==> config.mk <==
export PLATFORM = sky130hd
export DESIGN_NAME = alu_muldiv
export DESIGN_NICKNAME = d
export VERILOG_FILES = /design/src/rtl/alu_muldiv.sv
export SDC_FILE = /design/constraint.sdc
export NUM_CORES = 1
export LEC_CHECK = 0
export CAP_MARGIN = 20
export CORE_ASPECT_RATIO = 1.25
export CORE_MARGIN = 4
export CORE_UTILIZATION = 50
export CTS_CLUSTER_SIZE = 25
export DETAILED_ROUTE_END_ITERATION = 8
export PLACE_DENSITY_LB_ADDON = 0.1
export RECOVER_POWER = 50
export REMOVE_ABC_BUFFERS = 1
export SETUP_SLACK_MARGIN = 0.2
export SKIP_CTS_REPAIR_TIMING = 1
export SLEW_MARGIN = 40
export SYNTH_ARGS = -nofsm -noshare
export SYNTH_HDL_FRONTEND = slang
export SYNTH_SLANG_ARGS = --single-unit
==> constraint.sdc <==
create_clock -name clk -period 6.4 [get_ports clk]
set_input_delay 0.96 -clock clk [delete_from_list [all_inputs] [get_ports clk]]
set_output_delay 0.96 -clock clk [all_outputs]
set_load 0.03 [all_outputs]
==> src/rtl/alu_muldiv.sv <==
// Iterative MULT/MULTU/DIV/DIVU unit with architectural HI/LO registers.
// Define MDU_HILO_WRITE_EN to add the MTHI/MTLO write ports (hiWrite, loWrite, wdata).
module alu_muldiv #(
    parameter int unsigned N = 32
) (
    input  logic         clk,
    input  logic         reset,
    input  logic         start,
    input  logic [1:0]   mdControl,
    input  logic [N-1:0] a,
    input  logic [N-1:0] b,
`ifdef MDU_HILO_WRITE_EN
    input  logic         hiWrite,
    input  logic         loWrite,
    input  logic [N-1:0] wdata,
`endif
    output logic         busy,
    output logic         done,
    output logic         divByZero,
    output logic [N-1:0] hi,
    output logic [N-1:0] lo
);
    localparam int unsigned CntW = $clog2(N);

    typedef enum logic [1:0] {StIdle, StCalc, StFinish} state_e;

    state_e          state_q, state_d;
    logic [CntW-1:0] cnt_q, cnt_d;
    logic [2*N-1:0]  acc_q, acc_d;
    logic [N-1:0]    opnd_q, opnd_d;  // multiplicand magnitude (mul) or divisor magnitude (div)
    logic [N-1:0]    a_q, a_d;
    logic            is_div_q, is_div_d;
    logic            neg_res_q, neg_res_d;
    logic            neg_rem_q, neg_rem_d;
    logic [N-1:0]    hi_q, hi_d, lo_q, lo_d;
    logic            done_q, done_d;
    logic            dbz_q, dbz_d;

    logic            is_signed, neg_a, neg_b;
    logic [N-1:0]    mag_a, mag_b;
    logic [N:0]      mul_sum, rem_shift, rem_diff;
    logic [2*N-1:0]  prod;
    logic [N-1:0]    quot, rem;

    always_comb begin
        is_signed = ~mdControl[0];
        neg_a     = is_signed & a[N-1];
        neg_b     = is_signed & b[N-1];
        mag_a     = neg_a ? -a : a;
        mag_b     = neg_b ? -b : b;

        mul_sum   = {1'b0, acc_q[2*N-1:N]} + {1'b0, opnd_q};
        rem_shift = acc_q[2*N-1:N-1];
        rem_diff  = rem_shift - {1'b0, opnd_q};

        prod      = neg_res_q ? -acc_q : acc_q;
        quot      = neg_res_q ? -acc_q[N-1:0] : acc_q[N-1:0];
        rem       = neg_rem_q ? -acc_q[2*N-1:N] : acc_q[2*N-1:N];

        state_d   = state_q;
        cnt_d     = cnt_q;
        acc_d     = acc_q;
        opnd_d    = opnd_q;
        a_d       = a_q;
        is_div_d  = is_div_q;
        neg_res_d = neg_res_q;
        neg_rem_d = neg_rem_q;
        hi_d      = hi_q;
        lo_d      = lo_q;
        done_d    = 1'b0;
        dbz_d     = dbz_q;

        unique case (state_q)
            StIdle: begin
                if (start) begin
                    state_d   = StCalc;
                    cnt_d     = '0;
                    is_div_d  = mdControl[1];
                    a_d       = a;
                    neg_res_d = neg_a ^ neg_b;
                    neg_rem_d = neg_a;
                    opnd_d    = mdControl[1] ? mag_b : mag_a;
                    acc_d     = {{N{1'b0}}, (mdControl[1] ? mag_a : mag_b)};
                end
`ifdef MDU_HILO_WRITE_EN
                if (hiWrite) hi_d = wdata;
                if (loWrite) lo_d = wdata;
`endif
            end
            StCalc: begin
                if (is_div_q) begin
                    // Restoring step: keep the trial subtraction only when it does not borrow
                    if (!rem_diff[N]) acc_d = {rem_diff[N-1:0], acc_q[N-2:0], 1'b1};
                    else              acc_d = {rem_shift[N-1:0], acc_q[N-2:0], 1'b0};
                end else begin
                    if (acc_q[0]) acc_d = {mul_sum, acc_q[N-1:1]};
                    else          acc_d = {1'b0, acc_q[2*N-1:1]};
                end
                cnt_d = cnt_q + 1'b1;
                if (cnt_q == CntW'(N - 1)) state_d = StFinish;
            end
            StFinish: begin
                state_d = StIdle;
                done_d  = 1'b1;
                if (is_div_q) begin
                    if (opnd_q == '0) begin
                        lo_d  = '1;
                        hi_d  = a_q;
                        dbz_d = 1'b1;
                    end else begin
                        lo_d  = quot;
                        hi_d  = rem;
                        dbz_d = 1'b0;
                    end
                end else begin
                    {hi_d, lo_d} = prod;
                    dbz_d        = 1'b0;
                end
            end
            default: state_d = StIdle;
        endcase
    end

    always_ff @(posedge clk or posedge reset) begin
        if (reset) begin
            state_q   <= StIdle;
            cnt_q     <= '0;
            acc_q     <= '0;
            opnd_q    <= '0;
            a_q       <= '0;
            is_div_q  <= 1'b0;
            neg_res_q <= 1'b0;
            neg_rem_q <= 1'b0;
            hi_q      <= '0;
            lo_q      <= '0;
            done_q    <= 1'b0;
            dbz_q     <= 1'b0;
        end else begin
            state_q   <= state_d;
            cnt_q     <= cnt_d;
            acc_q     <= acc_d;
            opnd_q    <= opnd_d;
            a_q       <= a_d;
            is_div_q  <= is_div_d;
            neg_res_q <= neg_res_d;
            neg_rem_q <= neg_rem_d;
            hi_q      <= hi_d;
            lo_q      <= lo_d;
            done_q    <= done_d;
            dbz_q     <= dbz_d;
        end
    end

    assign busy      = (state_q != StIdle);
    assign done      = done_q;
    assign divByZero = dbz_q;
    assign hi        = hi_q;
    assign lo        = lo_q;

endmodule

==> results.py <==
metrics = {
    "die": {
        "ios": 136,
        "die_area_mm2": 0.0366,
        "start_util_pct": 50.9,
        "rows": 74,
        "die_w_um": 172,
        "die_y_um": 213,
        "core_area_mm2": 0.0330,
    },
    "drt": {
        "drtIter0Drc": 1786,
        "detail-route-antenna-nets": 0,
        "dr_total_vias": 16587,
        "post_drt_wl_per_cell_um": 22.5,
        "first_pass_iters": 7,
        "viasPerCell": 6.30,
        "drt-total-wl_mm": 59.2,
        "drc_errors": 0,
    },
    "worst_setup_path": {
        "slowest_stage": "a2111oi_1",
        "startpoint_type": "flop",
        "worstPathArrival_ns": 5.02,
        "ff2ff_path_depth": 13,
        "required_ns": 6.82,
        "critical-path-top-delay-family": "compound AO/OA/AOI/OAI gates",
        "worst_path_most_repeated_cell": "a211oi_1",
        "slowest_delay_ns": 0.76,
        "crit_fanout": 30,
        "crit_type": "flop to flop",
        "rr_startpoint": "acc_q[31]",
        "path_buf_inv": 2,
        "endpoint_kind": "flop",
        "r2r_setup_slack_ns": 1.80,
        "r2r-end": "acc_q[48]",
        "path_cells": "inv_1, ha_1, fa_1, nand2b_1, a211oi_1, o2111ai_1, a2111oi_1, a211oi_1, nand2_1, buf_4, mux2i_1, a21oi_1, a22o_1",
    },
    "synth": {
        "synth_edf_count": 0,
        "ys_async_sr_fraction_pct": 100,
        "netlist_area_mm2": 0.0168,
        "postSynthCellCount": 2177,
        "yosysWarnings": 0,
        "synth_seq_cells": 204,
        "ys_seq_area_share_pct": 30.4,
        "yosys_most_used_dff": "dfrtp_1",
        "avgSynthCellArea_um2": 7.71,
        "yosysUniqueCellTypes": 72,
    },
    "pwr": {
        "p_per_area_mw_per_mm2": 583,
        "comb_power_share_pct": 61.9,
        "vdd_drop_max_uv": 291,
        "p_seq_share_pct": 24.7,
        "power.total_mw": 11.1,
        "p_sw_share_pct": 50.6,
        "p_int_mw": 5.49,
        "p_clk_share_pct": 13.3,
        "leakage_nw": 7.72,
        "power.switching_mw": 5.63,
    },
    "job": {
        "maxCapViolations": 6,
    },
    "clock_tree": {
        "clock_latency_ns": 0.54,
        "clockBufferDepth": 3,
        "htreeDepth": 1,
        "cts_root_buf": "clkbuf_16",
        "cts_tree": "done",
        "cts.sinks": 204,
        "numCtsBuffers": 25,
        "cts.clk_slew.worst_paths_ns": 0.06,
    },
    "global_routing": {
        "grt_max_degree": 92,
        "gr-total-overflow": 0,
        "grt_pass1_wl_mm": 90.0,
        "antenna_found_initial": 0,
        "grt_pass1_vias": 15724,
        "track_usage_pct": 31.2,
    },
    "timing": {
        "period_share_pct": 71.9,
        "final_max_slew_viol_count": 383,
        "finalClockSkew_ns": 0.0177,
        "fin_setup_tns_ns": 0,
        "fmax_ghz": 0.217,
        "rsz0062_at_grt": "no",
        "setup_ws_ns": 1.80,
        "hold_viol": 0,
        "relSlewSlack_pct": -197,
        "setup_violations": 0,
        "whs_ns": 0.482,
        "period_needed_ns": 4.60,
        "worst_pin_slew_ns": 4.43,
    },
    "min_path": {
        "holdPathStages": 2,
        "hp-class": "flop to flop",
        "hold_path_end": "a_q[14]",
        "min_from": "a_q[14]",
    },
    "finish": {
        "layout-drive-gt1-share_pct": 4.38,
        "syn_to_final_growth_pct": 13.6,
        "diodes": 0,
        "nFillCells": 3070,
        "final_cell_area_mm2": 0.0191,
        "nNetsFinal": 2339,
        "fin_cells": 2634,
        "final_util_pct": 57.9,
    },
    "place": {
        "port_buffers": 135,
        "dpl.hpwl_mm": 43.6,
        "gp_congestion": 0.935,
        "postPlaceCellArea_mm2": 0.0183,
        "dpl.cell_count": 2589,
        "dp_slack_ns": 1.89,
    },
    "outcome": {
        "violations": "capacitance limit, slew limit",
        "status": "finished with violations",
    },
}
## worst max path at each step
stage | endpoint | slack, ns | start | depth (start not counted)
global placement | acc_q[48] | 1.89 | acc_q[31] | 13
finish | acc_q[48] | 1.80 | acc_q[31] | 13
global route | neg_res_q | 1.32 | reset | 2
CTS | acc_q[48] | 1.86 | acc_q[31] | 13
detailed placement | acc_q[48] | 1.89 | acc_q[31] | 13
floorplan | a_q[0] | -0.13 | reset | 1
## routing by layer
| layer | vias to the layer above | share of wire, % | GRT usage, % |
|---|---|---|---|
| met5 | - | 0 | 0 |
| met1 | 7921 | 42 | 42.3 |
| met4 | 0 | 5.8 | 15.0 |
| met2 | 699 | 46 | 49.5 |
| met3 | 164 | 6.2 | 3.89 |
| li1 | 7803 | - | - |
## cell usage in the layout (no fill, tap or decap), types with 8 or more instances in the layout
master / netlist / final
xnor2_1: 90 / 90
nor2_1: 195 / 193
nor4_1: 22 / 20
a22oi_1: 9 / 9
o41ai_1: 12 / 12
o21a_1: 8 / 8
buf_4: 0 / 15
o211ai_1: 37 / 37
o221ai_1: 19 / 19
nand2_1: 286 / 284
o31ai_1: 24 / 24
a211oi_1: 61 / 61
a31oi_1: 38 / 38
xor2_1: 109 / 109
nand4_1: 15 / 15
ha_1: 70 / 70
clkbuf_16: 0 / 25
and3_1: 10 / 10
o21ai_0: 200 / 200
a21oi_1: 217 / 217
clkdlybuf4s50_1: 0 / 132
nand3_1: 31 / 31
or3_1: 20 / 20
nand2b_1: 27 / 25
inv_1: 72 / 70
dfrtp_1: 204 / 201
a21o_1: 12 / 12
nor3_1: 32 / 32
or4_1: 12 / 12
nor2b_1: 18 / 17
clkbuf_8: 0 / 8
mux2i_1: 71 / 71
## worst min-delay path, delay by kind of cell (launching register included)
family	cells	cell delay (ns)
simple gates	2	0.11
flops	1	0.34
## cells in the mapped netlist (all sizes together) (4+ instances only)
cell	instances	area share, %
o21ai	201	6.0
nor4	22	0.82
o21bai	6	0.27
or3	21	0.81
and3	10	0.37
clkbuf	138	3.1
mux2i	71	4.2
and2	7	0.26
nand2b	27	1.0
or4	15	0.74
nor2b	18	0.67
and4	5	0.26
o221ai	19	0.99
a211oi	61	2.7
nand3b	4	0.18
nand4	15	0.56
xor2	109	5.7
nor2	195	4.4
nand3	31	0.92
a21oi	217	6.5
o21a	8	0.36
nor3	32	0.95
o211ai	37	1.7
a21o	12	0.54
inv	73	1.6
a31oi	38	1.4
or2	8	0.31
buf	23	0.57
nand2	286	6.4
dfrtp	204	30
xnor2	90	4.7
mux2	5	0.34
a22oi	9	0.40
a222oi	5	0.30
o31ai	24	1.1
ha	70	5.2
o41ai	13	0.72
## cell type report
type                            instances  area, µm²  area share, %
Tap cell                              418        523           2.74
Clock inverter                          9        105          0.551
Inverter                               74        280           1.47
Sequential cell                       204       5110           26.8
Multi-Input combinational cell       1738      10800           56.8
Timing Repair Buffer                  155       1490           7.78
Clock buffer                           36        747           3.91
## registers in the layout (all words and copies together) (netlist names)
signal / count
a_q: 32
acc_q: 64
cnt_q: 5
divByZero: 1
done: 1
hi: 32
is_div_q: 1
lo: 32
neg_rem_q: 1
neg_res_q: 1
opnd_q: 32
state_q: 2
## power by group through the flow
stage	Combinational (mW)	Clock, mW	Sequential [mW]
detailed placement	6.75	0	2.73
CTS	6.80	1.50	2.71
finish	6.88	1.48	2.75
global route	7.60	1.56	2.79
global placement	6.68	0	2.72
floorplan	4.98	0	2.50
## cells by family (layout without fill, tap and decap cells)
group | count (synthesis) | in the layout | synth area share (%)
flip-flops | 204 | 204 | 30.4
adder cells (fa/ha/maj) | 72 | 72 | 5.45
AO/OA/AOI/OAI | 683 | 683 | 24.7
buffers and inverters | 235 | 274 | 5.30
multiplexers | 76 | 76 | 4.57
AND/OR/NAND/NOR | 708 | 708 | 19.2
XOR/XNOR | 199 | 199 | 10.4
No activity file was read; power rests on OpenSTA's default activity.
